File: src/rtl/interrupt_vector_pkg.sv
// Shared types and constants for the multi-cycle interrupt vector custom instruction.
package interrupt_vector_pkg;

   typedef enum logic [1:0] {
      IDLE = 2'd0,
      SCAN = 2'd1,
      FIN  = 2'd2
   } state_t;

   localparam logic [1:0] OP_VEC         = 2'd0;
   localparam logic [1:0] OP_WRMASK      = 2'd1;
   localparam logic [1:0] OP_RDMASK      = 2'd2;
   localparam logic [1:0] OP_VEC_ONESHOT = 2'd3;

   localparam logic [31:0] NO_IRQ_RESULT = 32'h8000_0000;

   function automatic int clog2(input int value);
      int r;
      r = 0;
      while ((1 << r) < value) r++;
      return r;
   endfunction

endpackage

File: src/rtl/interrupt_vector_chunk_pri.sv
// Lowest-set-bit priority encoder over one scan chunk; bit 0 is the highest priority.
module interrupt_vector_chunk_pri
   import interrupt_vector_pkg::*;
#(
   parameter int SCAN_WIDTH = 8,
   parameter int IDX_W      = (clog2(SCAN_WIDTH) > 0) ? clog2(SCAN_WIDTH) : 1
) (
   input  logic [SCAN_WIDTH-1:0] chunk,
   output logic                  hit,
   output logic [IDX_W-1:0]      idx
);

   always_comb begin
      hit = |chunk;
      idx = '0;
      // Walk downward so the lowest set bit is the last one written.
      for (int i = SCAN_WIDTH - 1; i >= 0; i--) begin
         if (chunk[i]) idx = IDX_W'(i);
      end
   end

endmodule

File: src/rtl/interrupt_vector_mc.sv
// Multi-cycle interrupt vector unit: snapshots masked pending IRQs and scans them a chunk per cycle.
module interrupt_vector_mc
   import interrupt_vector_pkg::*;
#(
   parameter int          NUM_IRQ            = 32,
   parameter int          SCAN_WIDTH         = 8,
   parameter int          VECTOR_STRIDE_LOG2 = 3,
   parameter logic [31:0] MASK_RESET         = {32{1'b1}}
) (
   input  logic               clk,
   input  logic               reset,
   input  logic               clk_en,
   input  logic               start,
   input  logic [1:0]         n,
   input  logic [31:0]        dataa,
   input  logic               estatus,
   input  logic [NUM_IRQ-1:0] ipending,
   output logic [31:0]        result,
   output logic               done
);

   localparam int NUM_CHUNK = (NUM_IRQ + SCAN_WIDTH - 1) / SCAN_WIDTH;
   localparam int PAD_W     = NUM_CHUNK * SCAN_WIDTH;
   localparam int K_W       = (clog2(NUM_CHUNK) > 0) ? clog2(NUM_CHUNK) : 1;
   localparam int IDX_W     = (clog2(SCAN_WIDTH) > 0) ? clog2(SCAN_WIDTH) : 1;
   localparam logic [K_W-1:0] LAST_K = K_W'(NUM_CHUNK - 1);

   state_t               state;
   logic [K_W-1:0]       k;
   logic [NUM_IRQ-1:0]   mask;
   logic [PAD_W-1:0]     snap;
   logic [NUM_IRQ-1:0]   sel_mask;
   logic                 vec_issue;
   logic [SCAN_WIDTH-1:0] chunk;
   logic                 hit;
   logic [IDX_W-1:0]     idx;
   logic [30:0]          win_irq;
   logic [30:0]          win_off;

   assign vec_issue = clk_en && (state == IDLE) && start &&
                      ((n == OP_VEC) || (n == OP_VEC_ONESHOT));
   assign sel_mask  = (n == OP_VEC_ONESHOT) ? dataa[NUM_IRQ-1:0] : mask;

   // Snapshot is pure data; the last chunk's padding bits stay zero.
   always_ff @(posedge clk) begin
      if (vec_issue) snap <= PAD_W'(ipending & sel_mask);
   end

   assign chunk = snap[int'(k) * SCAN_WIDTH +: SCAN_WIDTH];

   interrupt_vector_chunk_pri #(
      .SCAN_WIDTH (SCAN_WIDTH),
      .IDX_W      (IDX_W)
   ) u_chunk_pri (
      .chunk (chunk),
      .hit   (hit),
      .idx   (idx)
   );

   assign win_irq = 31'(k) * 31'(SCAN_WIDTH) + 31'(idx);
   assign win_off = win_irq << VECTOR_STRIDE_LOG2;

   always_ff @(posedge clk or posedge reset) begin
      if (reset) begin
         state  <= IDLE;
         done   <= 1'b0;
         result <= '0;
         mask   <= MASK_RESET[NUM_IRQ-1:0];
         k      <= '0;
      end else if (clk_en) begin
         case (state)
            IDLE: begin
               if (start) begin
                  k <= '0;
                  case (n)
                     OP_WRMASK: begin
                        result <= 32'(mask);
                        mask   <= dataa[NUM_IRQ-1:0];
                        state  <= FIN;
                        done   <= 1'b1;
                     end
                     OP_RDMASK: begin
                        result <= 32'(mask);
                        state  <= FIN;
                        done   <= 1'b1;
                     end
                     default: begin
                        // Interrupts globally disabled: answer immediately without scanning.
                        if (!estatus) begin
                           result <= NO_IRQ_RESULT;
                           state  <= FIN;
                           done   <= 1'b1;
                        end else begin
                           state <= SCAN;
                        end
                     end
                  endcase
               end
            end
            SCAN: begin
               if (hit) begin
                  result <= {1'b0, win_off};
                  state  <= FIN;
                  done   <= 1'b1;
               end else if (k == LAST_K) begin
                  result <= NO_IRQ_RESULT;
                  state  <= FIN;
                  done   <= 1'b1;
               end else begin
                  k <= k + 1'b1;
               end
            end
            FIN: begin
               done  <= 1'b0;
               state <= IDLE;
            end
            default: begin
               done  <= 1'b0;
               state <= IDLE;
            end
         endcase
      end
   end

endmodule
File: config.mk
export PLATFORM = sky130hd
export DESIGN_NAME = interrupt_vector_mc
export DESIGN_NICKNAME = d
export VERILOG_FILES = /design/src/rtl/interrupt_vector_pkg.sv /design/src/rtl/interrupt_vector_chunk_pri.sv /design/src/rtl/interrupt_vector_mc.sv
export SDC_FILE = /design/constraint.sdc
export NUM_CORES = 1
export LEC_CHECK = 0
export BUFFER_PORTS_ARGS = -buffer_cell sky130_fd_sc_hd__clkbuf_2
export CAP_MARGIN = 40
export CORE_MARGIN = 2
export CORE_UTILIZATION = 49
export DETAILED_ROUTE_END_ITERATION = 12
export HOLD_SLACK_MARGIN = 0.15
export MAX_ROUTING_LAYER = met4
export PLACE_DENSITY = 0.76
export SKIP_LAST_GASP = 1
export SLEW_MARGIN = 20
export SYNTH_ARGS = -nofsm -noshare
export SYNTH_HDL_FRONTEND = slang
export SYNTH_SLANG_ARGS = --single-unit
export TNS_END_PERCENT = 20
File: constraint.sdc
create_clock -name clk -period 2.5 [get_ports clk]
set_input_delay 0.75 -clock clk [delete_from_list [all_inputs] [get_ports clk]]
set_output_delay 0.75 -clock clk [all_outputs]
set_load 0.05 [all_outputs]
==> metrics.txt, run 1 <==
# TYPE chip_impl_metric gauge
chip_impl_metric{name="portBuffers",unit=""} 103
chip_impl_metric{name="power.static_leakage",unit="nW"} 2.57
chip_impl_metric{name="postLayoutSetupSlackWorst",unit="ns"} -0.0687
chip_impl_metric{name="routed-via-count",unit=""} 3133
chip_impl_metric{name="share_of_the_synthesized_area_in_the_top_cell_type",unit="%"} 20.1
chip_impl_metric{name="mappedNetlistArea",unit="um^2"} 4770
chip_impl_metric{name="ys_seq_area_share",unit="%"} 57.2
chip_impl_info{name="slowest_stage",value="sky130_fd_sc_hd__or4_4"} 1
chip_impl_metric{name="worst_setup_hold_path_clk_slew",unit="ns"} 0.10
chip_impl_metric{name="timing.final.max_slew_violations",unit=""} 0
chip_impl_metric{name="initial_cell_density_of_the_core",unit="%"} 49.7
chip_impl_metric{name="vdd.ir_drop.worst",unit="mV"} 0.532
chip_impl_info{name="crit_path_cell_trace",value="buf_6 -> mux4_2 -> or4_4 -> nor3b_4 -> a21oi_4 -> buf_12 -> mux2i_2"} 1
chip_impl_metric{name="num_io_pins",unit=""} 104
chip_impl_metric{name="power.density",unit="nW/um^2"} 907
chip_impl_metric{name="synthDistinctLibCells",unit=""} 36
chip_impl_metric{name="p_comb_share",unit="%"} 32.9
chip_impl_info{name="setup.worst_path.start_class",value="flip-flop"} 1
chip_impl_metric{name="diodes",unit=""} 0
chip_impl_metric{name="die-area",unit="um^2"} 10500
chip_impl_metric{name="syn_avg_cell_area",unit="um^2"} 13.3
chip_impl_metric{name="postPlaceCellArea",unit="um^2"} 5620
chip_impl_info{name="clk_root_buffer_cell",value="sky130_fd_sc_hd__clkbuf_8"} 1
chip_impl_metric{name="worst_pin_slew",unit="ns"} 0.489
chip_impl_metric{name="share_clk_of_total_power",unit="%"} 20.6
chip_impl_metric{name="detail_route.wirelength",unit="um"} 10300
chip_impl_info{name="tritoncts",value="built"} 1
chip_impl_metric{name="setup_tns",unit="ns"} -1.04
chip_impl_metric{name="setup_violations",unit=""} 36
chip_impl_metric{name="seqPwrFrac",unit="%"} 46.5
chip_impl_metric{name="grt_residual_overflow",unit=""} 0
chip_impl_metric{name="design_area",unit="um^2"} 5910
chip_impl_metric{name="ff2ff_setup_slack",unit="ns"} -0.07
chip_impl_info{name="critical_path.reg2reg.startpoint",value="k[0]"} 1
chip_impl_metric{name="worstPathArrival",unit="ns"} 2.85
chip_impl_metric{name="fin_cells",unit=""} 624
chip_impl_metric{name="grt_first_pass_wirelength",unit="um"} 16200
chip_impl_metric{name="design_power_total",unit="mW"} 5.36
chip_impl_metric{name="htree_num_levels",unit=""} 3
chip_impl_metric{name="hold_ws",unit="ns"} 0.439
chip_impl_metric{name="period_share",unit="%"} 103
chip_impl_metric{name="synth-async-reset-ratio",unit="%"} 68.3
chip_impl_metric{name="worst_path_largest_cell_delay",unit="ns"} 0.52
chip_impl_metric{name="num-fill-cells",unit=""} 790
chip_impl_metric{name="grt_max_degree",unit=""} 70
chip_impl_metric{name="core_region_area",unit="um^2"} 9590
chip_impl_metric{name="dpl_worst_slack",unit="ns"} -0.129
chip_impl_info{name="ys_dominant_reg_cell",value="sky130_fd_sc_hd__dfrtp_1"} 1
chip_impl_metric{name="dr.first_iter.drc_count",unit=""} 117
chip_impl_info{name="grt_setup_unrepaired",value="yes"} 1
chip_impl_metric{name="final_net_count",unit=""} 560
chip_impl_metric{name="first_pass_iters",unit=""} 4
chip_impl_metric{name="cts-root-to-sink-buffers",unit=""} 2
chip_impl_metric{name="synthCells",unit=""} 359
chip_impl_metric{name="fp.dieH",unit="um"} 103
chip_impl_metric{name="grt_antenna_before_repair",unit=""} 0
chip_impl_metric{name="total_switching_power",unit="mW"} 2.03
chip_impl_metric{name="clock_insertion_delay_worst_skew",unit="ns"} 0.37
chip_impl_metric{name="ant_nets",unit=""} 0
chip_impl_metric{name="yosysWarnings",unit=""} 0
chip_impl_metric{name="detail_route.drc_violations",unit=""} 0
chip_impl_metric{name="post_route_cells_drive_above_1_share",unit="%"} 47.9
chip_impl_metric{name="max_cap_viol_count",unit=""} 0
chip_impl_metric{name="grt.total_usage",unit="%"} 21.3
chip_impl_metric{name="final_core_utilization",unit="%"} 61.6
chip_impl_info{name="violations",value="setup timing"} 1
chip_impl_metric{name="tritoncts.num_buffers",unit=""} 9
chip_impl_metric{name="synth-edff-count",unit=""} 32
chip_impl_metric{name="final_hold_viol_count",unit=""} 0
chip_impl_metric{name="sw_frac_of_total",unit="%"} 37.9
chip_impl_metric{name="gp_congestion",unit=""} 0.909
chip_impl_metric{name="max-slew-margin-rel",unit="%"} 67.3
chip_impl_metric{name="placementRows",unit=""} 36
chip_impl_metric{name="wl_per_cell",unit="um"} 16.5
chip_impl_metric{name="timing.critical_path.fanout_max",unit=""} 8
chip_impl_info{name="worstReg2RegEnd",value="result[11]"} 1
chip_impl_info{name="synth.area.top_cells",value="sky130_fd_sc_hd__edfxtp_1, sky130_fd_sc_hd__dfrtp_1, sky130_fd_sc_hd__dfstp_2"} 1
chip_impl_metric{name="p_int",unit="mW"} 3.33
chip_impl_metric{name="dp_cells",unit=""} 604
chip_impl_metric{name="worstRegToRegCells",unit=""} 7
chip_impl_metric{name="period_needed",unit="ns"} 2.57
chip_impl_metric{name="grt_pass1_vias",unit=""} 3211
chip_impl_metric{name="syn2layout_area_growth",unit="%"} 23.9
chip_impl_metric{name="data_required_critical_path",unit="ns"} 2.78
chip_impl_info{name="run_status",value="finished, violations left"} 1
chip_impl_info{name="worstSetupEndpointType",value="flip-flop"} 1
chip_impl_info{name="netlist.top_cell.by_area",value="sky130_fd_sc_hd__edfxtp_1"} 1
chip_impl_metric{name="post_dr_vias_cell",unit=""} 5.02
chip_impl_metric{name="synth-seq-cells",unit=""} 101
chip_impl_metric{name="clock_skew",unit="ns"} 0.00798
chip_impl_info{name="critical_path_class",value="flip-flop to flip-flop"} 1
chip_impl_info{name="hold_class",value="primary input to asynchronous set/reset pin"} 1
chip_impl_metric{name="floorplan.die.width",unit="um"} 103
chip_impl_metric{name="fmax",unit="GHz"} 0.389
chip_impl_metric{name="place_hpwl",unit="um"} 7390
chip_impl_metric{name="clock_sink_count",unit=""} 101
chip_impl_metric{name="synth_fp_nets",unit=""} 433
==> cell usage in the layout, fill, tap and decap left out, types with 2 or more instances in the layout <==
cell type                   count
sky130_fd_sc_hd__nor3b_1        2
sky130_fd_sc_hd__nor2_1         7
sky130_fd_sc_hd__mux2i_1       57
sky130_fd_sc_hd__mux4_2         8
sky130_fd_sc_hd__clkinv_4       2
sky130_fd_sc_hd__inv_6          2
sky130_fd_sc_hd__dfstp_2       32
sky130_fd_sc_hd__o211ai_1       2
sky130_fd_sc_hd__edfxtp_1      32
sky130_fd_sc_hd__a22o_1         3
sky130_fd_sc_hd__inv_1         30
sky130_fd_sc_hd__nand2_1       32
sky130_fd_sc_hd__mux2_2        36
sky130_fd_sc_hd__clkbuf_8       9
sky130_fd_sc_hd__mux2i_2        2
sky130_fd_sc_hd__buf_12         5
sky130_fd_sc_hd__nor2b_1       34
sky130_fd_sc_hd__ha_1           2
sky130_fd_sc_hd__a21o_1         2
sky130_fd_sc_hd__dfrtp_1       36
sky130_fd_sc_hd__o21ai_0        2
sky130_fd_sc_hd__buf_4         22
sky130_fd_sc_hd__clkbuf_2     103
sky130_fd_sc_hd__clkbuf_16      2
sky130_fd_sc_hd__nand2b_1       2
==> area by class of cell <==
cell class	instances	area [um^2]	share of cell area [%]
Multi-Input combinational cell	211	1860	31.5
Tap cell	133	166	2.81
Clock inverter	5	46.3	0.783
Clock buffer	11	174	2.94
Inverter	31	116	1.97
Timing Repair Buffer	132	820	13.9
Sequential cell	101	2730	46.1
==> worst max-delay path by stage <==
stage / start / end / slack [ns] / cells past startpoint
after floorplan: k[0] / k[0] / -0.03 / 6
after global placement: k[0] / k[0] / -0.02 / 5
after detailed placement: k[0] / result[4] / -0.13 / 7
after CTS: k[0] / result[11] / -0.09 / 6
after global routing: k[0] / result[11] / -0.15 / 7
final: k[0] / result[11] / -0.07 / 7
==> cells by family after synthesis <==
kind of cell               count (synthesis)  synth area share [%]
AOI/OAI and AO/OA                         19                  3.25
DFF                                      101                  57.2
adders and majority gates                  3                 0.787
and+or+nand+nor                           85                  9.44
buffers and inverters                     47                  4.33
muxes                                    104                  25.0
==> cells in the mapped netlist, drive strengths merged, types with 6 or more instances <==
master,count
nor2,8
mux2i,59
nor2b,34
mux4,8
mux2,37
buf,10
inv,31
dfstp,32
nand2,32
clkbuf,6
edfxtp,32
dfrtp,37
==> critical path: cells and delay by family, from the launching register on <==
kind / cells / cell delay [ns]
AND/OR/NAND/NOR: 2 / 0.83
multiplexers: 2 / 0.68
AO/OA/AOI/OAI: 1 / 0.20
flip-flops: 1 / 0.44
buffers and inverters: 2 / 0.32
==> layer usage <==
layer | vias up | track usage (%) | routed length, um
li1 | 1506 | - | -
met1 | 1535 | 29.3 | 4800
met2 | 82 | 32.6 | 4990
met3 | 10 | 3.53 | 366
met4 | 0 | 6.46 | 134
met5 | - | - | 0
==> sequential cells by signal, summed over array words and instances, names as in the netlist <==
register	count
done	1
k	2
state	2
snap	32
result	32
mask	32
==> power by group through the flow <==
stage	Sequential, mW	Combinational (mW)	Clock, mW
after floorplan	3.13	0.627	0
after global placement	2.50	1.70	0
after detailed placement	2.52	1.75	0
after CTS	2.49	1.77	1.13
after global routing	2.55	1.90	1.19
final	2.49	1.77	1.11
==> repair_timing <==
item | in CTS | in global routing
gates resized for setup | 6 | 4
buffers inserted | 2 | 1
cloned | 1 | 0
pin swaps | 3 | 2
endpoints found under the setup margin | 35 | 36
hold buffers | 0 | 0
(Power assumes the default switching activity.)
==> run 2: changes to the inputs <==
CORE_UTILIZATION = 51   (was 49)
CTS_BUF_LIST = sky130_fd_sc_hd__clkbuf_8   (was not set)
PLACE_DENSITY = 0.79   (was 0.76)
RECOVER_POWER = 100   (was not set)
==> run 2 against run 1 <==
The run ends with capacitance limit, slew limit, setup timing left. Register-to-register slack gained 0.03 ns. Die area is 3.8% lower. Clock power fell by 9%. Count of clock-buffer cells in the layout is 2 lower. Sequential cell count unchanged. Sequential power hardly changed.
==> metrics.txt, run 2 (synthesis results as in run 1) <==
# TYPE chip_impl_metric gauge
chip_impl_info{name="setup.worst_path.start_class",value="flip-flop"} 1
chip_impl_metric{name="diodes",unit=""} 0
chip_impl_metric{name="clock_sink_count",unit=""} 101
chip_impl_metric{name="period_needed",unit="ns"} 2.54
chip_impl_metric{name="max_cap_viol_count",unit=""} 1
chip_impl_metric{name="final_net_count",unit=""} 559
chip_impl_metric{name="floorplan.die.width",unit="um"} 101
chip_impl_metric{name="dr.first_iter.drc_count",unit=""} 123
chip_impl_metric{name="grt_max_degree",unit=""} 70
chip_impl_metric{name="gp_congestion",unit=""} 0.938
chip_impl_metric{name="dp_cells",unit=""} 585
chip_impl_metric{name="portBuffers",unit=""} 103
chip_impl_metric{name="core_region_area",unit="um^2"} 9150
chip_impl_metric{name="initial_cell_density_of_the_core",unit="%"} 52.1
chip_impl_metric{name="setup_violations",unit=""} 6
chip_impl_info{name="top_layer_used",value="met4"} 1
chip_impl_info{name="critical_path_class",value="flip-flop to flip-flop"} 1
chip_impl_metric{name="post_route_cells_drive_above_1_share",unit="%"} 39.2
chip_impl_metric{name="cts-root-to-sink-buffers",unit=""} 2
chip_impl_metric{name="num-fill-cells",unit=""} 718
chip_impl_metric{name="worst_pin_slew",unit="ns"} 1.73
chip_impl_info{name="worstReg2RegEnd",value="k[0]"} 1
chip_impl_metric{name="wl_met3",unit="um"} 547
chip_impl_metric{name="routed-via-count",unit=""} 3160
chip_impl_metric{name="postLayoutSetupSlackWorst",unit="ns"} -0.0357
chip_impl_metric{name="fin_cells",unit=""} 601
chip_impl_metric{name="num_io_pins",unit=""} 104
chip_impl_info{name="top_regs",value="mask (32), result (32), snap (32)"} 1
chip_impl_metric{name="detail_route.drc_violations",unit=""} 0
chip_impl_metric{name="power.static_leakage",unit="nW"} 2.43
chip_impl_metric{name="grt_pass1_vias",unit=""} 3283
chip_impl_metric{name="worst_hold_path.num_cells",unit=""} 1
chip_impl_info{name="hold_path_end",value="done"} 1
chip_impl_metric{name="tritoncts.num_buffers",unit=""} 9
chip_impl_metric{name="ant_nets",unit=""} 0
chip_impl_metric{name="timing.final.max_slew_violations",unit=""} 70
chip_impl_metric{name="post_dr_vias_cell",unit=""} 5.26
chip_impl_info{name="tritoncts",value="built"} 1
chip_impl_metric{name="timing.critical_path.fanout_max",unit=""} 5
chip_impl_metric{name="fmax",unit="GHz"} 0.394
chip_impl_metric{name="placementRows",unit=""} 35
chip_impl_metric{name="die-area",unit="um^2"} 10100
chip_impl_info{name="critical_path.reg2reg.startpoint",value="k[0]"} 1
chip_impl_metric{name="place_hpwl",unit="um"} 7320
chip_impl_metric{name="fp.dieH",unit="um"} 101
chip_impl_metric{name="data_required_critical_path",unit="ns"} 2.76
chip_impl_metric{name="grt.total_usage",unit="%"} 21.7
chip_impl_metric{name="worstRegToRegCells",unit=""} 6
chip_impl_metric{name="final_hold_viol_count",unit=""} 0
chip_impl_metric{name="period_share",unit="%"} 101
chip_impl_metric{name="htree_num_levels",unit=""} 3
chip_impl_metric{name="clock_skew",unit="ns"} 0.0114
chip_impl_metric{name="met2WireLength",unit="um"} 4840
chip_impl_metric{name="max-slew-margin-rel",unit="%"} -15.7
chip_impl_info{name="final_common_cell",value="sky130_fd_sc_hd__clkbuf_2"} 1
chip_impl_metric{name="worst_setup_hold_path_clk_slew",unit="ns"} 0.10
chip_impl_metric{name="vdd.ir_drop.worst",unit="mV"} 0.471
chip_impl_metric{name="wl_met1",unit="um"} 4530
chip_impl_metric{name="worstPathArrival",unit="ns"} 2.79
chip_impl_info{name="worstSetupEndpointType",value="flip-flop"} 1
chip_impl_metric{name="detail_route.wirelength",unit="um"} 10100
chip_impl_info{name="hold_class",value="flip-flop to flip-flop"} 1
chip_impl_metric{name="ff2ff_setup_slack",unit="ns"} -0.04
chip_impl_metric{name="dpl_worst_slack",unit="ns"} -0.0762
chip_impl_metric{name="grt_first_pass_wirelength",unit="um"} 16200
chip_impl_info{name="run_status",value="finished, violations left"} 1
chip_impl_info{name="layout.cells.most_common_list",value="sky130_fd_sc_hd__clkbuf_2, sky130_fd_sc_hd__mux2i_1, sky130_fd_sc_hd__dfrtp_1"} 1
chip_impl_metric{name="first_pass_iters",unit=""} 4
chip_impl_info{name="grt_setup_unrepaired",value="yes"} 1
chip_impl_info{name="worst_hold_startpoint",value="done"} 1
chip_impl_metric{name="wl_per_cell",unit="um"} 16.8
chip_impl_metric{name="cts_hold_repair.buffers",unit=""} 0
chip_impl_metric{name="power.density",unit="nW/um^2"} 903
chip_impl_metric{name="setup_tns",unit="ns"} -0.0662
chip_impl_metric{name="grt_residual_overflow",unit=""} 0
chip_impl_metric{name="syn2layout_area_growth",unit="%"} 20.3
chip_impl_metric{name="grt_antenna_before_repair",unit=""} 0
chip_impl_metric{name="clock_insertion_delay_worst_skew",unit="ns"} 0.37
chip_impl_info{name="violations",value="capacitance limit, slew limit, setup timing"} 1
chip_impl_metric{name="final_core_utilization",unit="%"} 62.7
chip_impl_info{name="clk_root_buffer_cell",value="sky130_fd_sc_hd__clkbuf_8"} 1
-- run 2: layout make-up --
class,instances,area [um^2],area share (%)
well taps,111,139,2.42
clock buffers,9,124,2.16
inverters,31,116,2.03
multi-input cells,211,1860,32.3
clock inverters,7,66.3,1.16
repair buffers,131,711,12.4
flip-flops and latches,101,2730,47.5
-- run 2: worst max-delay path by stage --
stage,from,endpoint,slack [ns],depth (start not counted)
global placement,k[0],result[4],0.004,7
floorplan,k[0],k[0],-0.03,6
CTS,k[0],k[0],-0.05,6
detailed placement,k[0],result[4],-0.08,7
finish,k[0],k[0],-0.04,6
global route,k[0],k[0],-0.11,5
-- run 2: power by group --
group / internal (mW) / total, mW / switching [mW]
Sequential: 2.24 / 2.48 / 0.246
Combinational: 0.526 / 1.69 / 1.16
Clock: 0.460 / 1.01 / 0.555
Total: 3.22 / 5.18 / 1.96
-- run 2: metrics by stage --
| step | hold slack [ns] | area [um^2] | power [mW] |
|---|---|---|---|
| CTS | 0.431 | 5840 | 5.30 |
| floorplan | 0.494 | 4780 | 3.76 |
| detailed placement | 0.486 | 5630 | 4.27 |
| global route | 0.519 | 5740 | 5.45 |
| global placement | 0.460 | 5630 | 4.21 |
| finish | 0.499 | 5740 | 5.18 |
-- run 2: routing by layer --
metal	vias up	track usage (%)
met5	-	-
met4	0	8.11
met3	17	5.13
met2	85	32.6
met1	1561	28.9
li1	1497	-
-- run 2: what timing repair did --
action	4_1_cts	5_1_grt
resized for setup	6	0
cloned	0	0
setup endpoints to repair	35	35
hold endpoints to repair	0	0
setup buffers	0	0
pin swaps	1	1
-- run 2: critical path: stages, from the launching register on --
cell	delay, ns
sky130_fd_sc_hd__dfrtp_2	0.43
sky130_fd_sc_hd__buf_6	0.12
sky130_fd_sc_hd__mux4_2	0.51
sky130_fd_sc_hd__or4_4	0.52
sky130_fd_sc_hd__nor3b_4	0.30
sky130_fd_sc_hd__mux2_4	0.34
sky130_fd_sc_hd__a22o_1	0.20
==> run 3: changes to the inputs <==
MAX_ROUTING_LAYER = not set   (was met4)
PLACE_DENSITY = 0.78   (was 0.79)
SYNTH_HIERARCHICAL = 1   (was not set)
==> run 3 against run 2 <==
Core utilization is 0.77 points lower. Cell area is 0.76% lower. Highest routed layer unchanged. The run ends with capacitance limit, slew limit left. Cell count fell by 0.33%. Synthesized cell count increased by 3.1%. Largest power group unchanged. Critical path type unchanged.
==> metrics.txt, run 3 <==
# TYPE chip_impl_metric gauge
chip_impl_metric{name="period_share",unit="%"} 99.2
chip_impl_metric{name="synthDistinctLibCells",unit=""} 40
chip_impl_info{name="worstSetupEndpointType",value="flip-flop"} 1
chip_impl_metric{name="die-area",unit="um^2"} 10200
chip_impl_metric{name="syn_avg_cell_area",unit="um^2"} 13.0
chip_impl_metric{name="fin_cells",unit=""} 599
chip_impl_info{name="post-synth-top-count-cell",value="sky130_fd_sc_hd__mux2i_1"} 1
chip_impl_info{name="synth.area.top_cells",value="sky130_fd_sc_hd__edfxtp_1, sky130_fd_sc_hd__dfrtp_1, sky130_fd_sc_hd__dfstp_2"} 1
chip_impl_metric{name="placementRows",unit=""} 35
chip_impl_metric{name="grt_pass1_vias",unit=""} 3360
chip_impl_metric{name="max-slew-margin-rel",unit="%"} -13.0
chip_impl_metric{name="max_cap_viol_count",unit=""} 1
chip_impl_metric{name="clock_insertion_delay_worst_skew",unit="ns"} 0.37
chip_impl_metric{name="cts-root-to-sink-buffers",unit=""} 2
chip_impl_metric{name="synth-edff-count",unit=""} 32
chip_impl_metric{name="initial_cell_density_of_the_core",unit="%"} 52.4
chip_impl_metric{name="floorplan.die.width",unit="um"} 101
chip_impl_metric{name="synth_fp_nets",unit=""} 444
chip_impl_metric{name="power.density",unit="nW/um^2"} 889
chip_impl_info{name="grt_setup_unrepaired",value="yes"} 1
chip_impl_metric{name="final_net_count",unit=""} 557
chip_impl_metric{name="routed-via-count",unit=""} 3192
chip_impl_info{name="top_regs",value="mask (32), result (32), snap (32)"} 1
chip_impl_metric{name="ys_seq_area_share",unit="%"} 56.6
chip_impl_info{name="clk_root_buffer_cell",value="sky130_fd_sc_hd__clkbuf_8"} 1
chip_impl_metric{name="synthCells",unit=""} 370
chip_impl_metric{name="ant_nets",unit=""} 0
chip_impl_metric{name="dpl_worst_slack",unit="ns"} -0.122
chip_impl_metric{name="detail_route.wirelength",unit="um"} 10400
chip_impl_metric{name="post_route_cells_drive_above_1_share",unit="%"} 37.7
chip_impl_metric{name="vdd.ir_drop.worst",unit="mV"} 0.442
chip_impl_metric{name="post_dr_vias_cell",unit=""} 5.33
chip_impl_metric{name="data_required_critical_path",unit="ns"} 2.76
chip_impl_metric{name="wl_per_cell",unit="um"} 17.4
chip_impl_metric{name="postPlaceCellArea",unit="um^2"} 5540
chip_impl_info{name="critical_path_class",value="flip-flop to flip-flop"} 1
chip_impl_info{name="hold_class",value="flip-flop to flip-flop"} 1
chip_impl_metric{name="worstRegToRegCells",unit=""} 9
chip_impl_metric{name="syn2layout_area_growth",unit="%"} 18.1
chip_impl_metric{name="setup_violations",unit=""} 0
chip_impl_metric{name="synth-seq-cells",unit=""} 101
chip_impl_metric{name="core_region_area",unit="um^2"} 9200
chip_impl_metric{name="grt_residual_overflow",unit=""} 0
chip_impl_metric{name="num_io_pins",unit=""} 104
chip_impl_metric{name="worst_hold_path.num_cells",unit=""} 1
chip_impl_metric{name="total_switching_power",unit="mW"} 1.87
chip_impl_metric{name="grt_first_pass_wirelength",unit="um"} 16600
chip_impl_info{name="netlist.top_cell.by_area",value="sky130_fd_sc_hd__edfxtp_1"} 1
chip_impl_metric{name="final_hold_viol_count",unit=""} 0
chip_impl_metric{name="fp.dieH",unit="um"} 101
chip_impl_metric{name="timing.critical_path.fanout_max",unit=""} 13
chip_impl_metric{name="gp_congestion",unit=""} 0.952
chip_impl_metric{name="seqPwrFrac",unit="%"} 48.3
chip_impl_info{name="tritoncts",value="built"} 1
chip_impl_metric{name="p_int",unit="mW"} 3.20
chip_impl_info{name="final_common_cell",value="sky130_fd_sc_hd__clkbuf_2"} 1
chip_impl_metric{name="worst_setup_hold_path_clk_slew",unit="ns"} 0.10
chip_impl_metric{name="num-fill-cells",unit=""} 791
chip_impl_metric{name="tritoncts.num_buffers",unit=""} 9
chip_impl_metric{name="htree_num_levels",unit=""} 3
chip_impl_info{name="worst_hold_startpoint",value="result[5]"} 1
chip_impl_metric{name="grt_antenna_before_repair",unit=""} 0
chip_impl_metric{name="clock_skew",unit="ns"} 0.0118
chip_impl_metric{name="place_hpwl",unit="um"} 7420
chip_impl_metric{name="share_of_the_synthesized_area_in_the_top_cell_type",unit="%"} 19.9
chip_impl_metric{name="worst_pin_slew",unit="ns"} 1.69
chip_impl_metric{name="fmax",unit="GHz"} 0.403
chip_impl_metric{name="hold_ws",unit="ns"} 0.520
chip_impl_info{name="worstReg2RegEnd",value="result[19]"} 1
chip_impl_info{name="setup.worst_path.start_class",value="flip-flop"} 1
chip_impl_info{name="ys_dominant_reg_cell",value="sky130_fd_sc_hd__dfrtp_1"} 1
chip_impl_metric{name="share_clk_of_total_power",unit="%"} 21.4
chip_impl_info{name="critical_path.reg2reg.startpoint",value="k[0]"} 1
chip_impl_metric{name="grt_max_degree",unit=""} 70
chip_impl_metric{name="ff2ff_setup_slack",unit="ns"} 0.02
chip_impl_metric{name="dp_cells",unit=""} 581
chip_impl_metric{name="p_comb_share",unit="%"} 30.3
chip_impl_metric{name="design_area",unit="um^2"} 5700
chip_impl_metric{name="portBuffers",unit=""} 103
chip_impl_metric{name="grt.total_usage",unit="%"} 21.5
chip_impl_info{name="synth_top_cells_by_count",value="sky130_fd_sc_hd__mux2i_1, sky130_fd_sc_hd__dfrtp_1, sky130_fd_sc_hd__mux2_2"} 1
chip_impl_metric{name="dr.first_iter.drc_count",unit=""} 136
chip_impl_info{name="run_status",value="finished, violations left"} 1
chip_impl_metric{name="diodes",unit=""} 0
chip_impl_metric{name="setup_tns",unit="ns"} 0
chip_impl_metric{name="clock_sink_count",unit=""} 101
chip_impl_metric{name="timing.final.max_slew_violations",unit=""} 70
chip_impl_metric{name="detail_route.drc_violations",unit=""} 0
chip_impl_info{name="layout.cells.most_common_list",value="sky130_fd_sc_hd__clkbuf_2, sky130_fd_sc_hd__mux2i_1, sky130_fd_sc_hd__clkbuf_1"} 1
chip_impl_metric{name="mappedNetlistArea",unit="um^2"} 4820
chip_impl_metric{name="synth-async-reset-ratio",unit="%"} 68.3
chip_impl_metric{name="yosysWarnings",unit=""} 6
chip_impl_info{name="violations",value="capacitance limit, slew limit"} 1
chip_impl_info{name="hold_path_end",value="result[5]"} 1
chip_impl_metric{name="postLayoutSetupSlackWorst",unit="ns"} 0.0195
chip_impl_metric{name="sw_frac_of_total",unit="%"} 36.9
chip_impl_metric{name="period_needed",unit="ns"} 2.48
chip_impl_metric{name="power.static_leakage",unit="nW"} 2.40
chip_impl_metric{name="first_pass_iters",unit=""} 4
chip_impl_metric{name="cts_hold_repair.buffers",unit=""} 0
chip_impl_metric{name="worstPathArrival",unit="ns"} 2.74
==> run 3: cell types whose count changed after synthesis, sizes merged, moves of 2 or more <==
cell / before / now
o21ai: 2 / 5
nor3b: 3 / 1
a21oi: 1 / 4
o211ai: 2 / 0
nand3: 0 / 8
clkbuf: 6 / 3
nand3b: 0 / 5
nor2: 8 / 6
nand2: 32 / 34
buf: 10 / 15
==> run 3: logic make-up (layout without fill, tap and decap cells) <==
kind of cell	Yosys count	after routing	synth area share, %
multiplexers	104	104	24.6
flip-flops	101	101	56.6
AND/OR/NAND/NOR	96	96	10.9
buffers and inverters	48	166	4.54
AO/OA/AOI/OAI	18	18	2.54
adder cells (fa/ha/maj)	3	3	0.778
==> run 3: metrics by stage <==
step / power, mW / utilization [%]
after floorplan: 3.60 / -
after global placement: 3.99 / 60.2
after detailed placement: 4.05 / 60.2
after CTS: 5.13 / 62.7
after global routing: 5.31 / 61.9
final: 5.07 / 61.9
==> run 3: timing repair <==
action / in CTS / in global routing
endpoints found under the setup margin: 33 / 34
resized for setup: 3 / 5
pin swaps: 0 / 2
setup buffers: 1 / 1
==> run 3: how the worst max path moves through the flow <==
stage | from | to | slack, ns | depth (start not counted)
final | k[0] | result[19] | 0.02 | 9
after global routing | k[0] | result[19] | -0.09 | 9
after CTS | k[0] | result[22] | 0.03 | 9
after detailed placement | k[0] | result[22] | -0.12 | 9
after global placement | k[0] | result[15] | 0.01 | 9
after floorplan | k[0] | result[31] | -0.12 | 10
==> run 3: critical path, cell delays in order, from the launching register on <==
cell	delay, ns
sky130_fd_sc_hd__dfrtp_2	0.45
sky130_fd_sc_hd__buf_6	0.16
sky130_fd_sc_hd__mux4_2	0.57
sky130_fd_sc_hd__nor4_4	0.18
sky130_fd_sc_hd__nand3_1	0.15
sky130_fd_sc_hd__o21a_1	0.21
sky130_fd_sc_hd__a21oi_2	0.18
sky130_fd_sc_hd__nor3_4	0.12
sky130_fd_sc_hd__buf_12	0.19
sky130_fd_sc_hd__mux2i_2	0.15
==> run 3: power groups by stage <==
stage / clock network [mW] / registers, mW / logic, mW
floorplan: 0 / 2.96 / 0.635
global placement: 0 / 2.46 / 1.53
finish: 1.08 / 2.45 / 1.54
global route: 1.16 / 2.50 / 1.65
detailed placement: 0 / 2.48 / 1.58
CTS: 1.09 / 2.45 / 1.59
==> run 3: routing by layer <==
metal / GRT usage (%) / up-vias / routed length [um]
met5: 0 / - / 0
met4: 8.42 / 0 / 232
met3: 4.35 / 22 / 585
met2: 34.6 / 101 / 5090
met1: 28.9 / 1559 / 4540
li1: - / 1510 / -
==> run 3: area by class of cell <==
class | instances | area, um^2 | share of cell area (%)
Multi-Input combinational cell | 221 | 1900 | 33.4
Inverter | 30 | 113 | 1.98
Sequential cell | 101 | 2730 | 47.9
Clock inverter | 7 | 82.6 | 1.45
Tap cell | 111 | 139 | 2.44
Clock buffer | 9 | 124 | 2.17
Timing Repair Buffer | 120 | 607 | 10.7
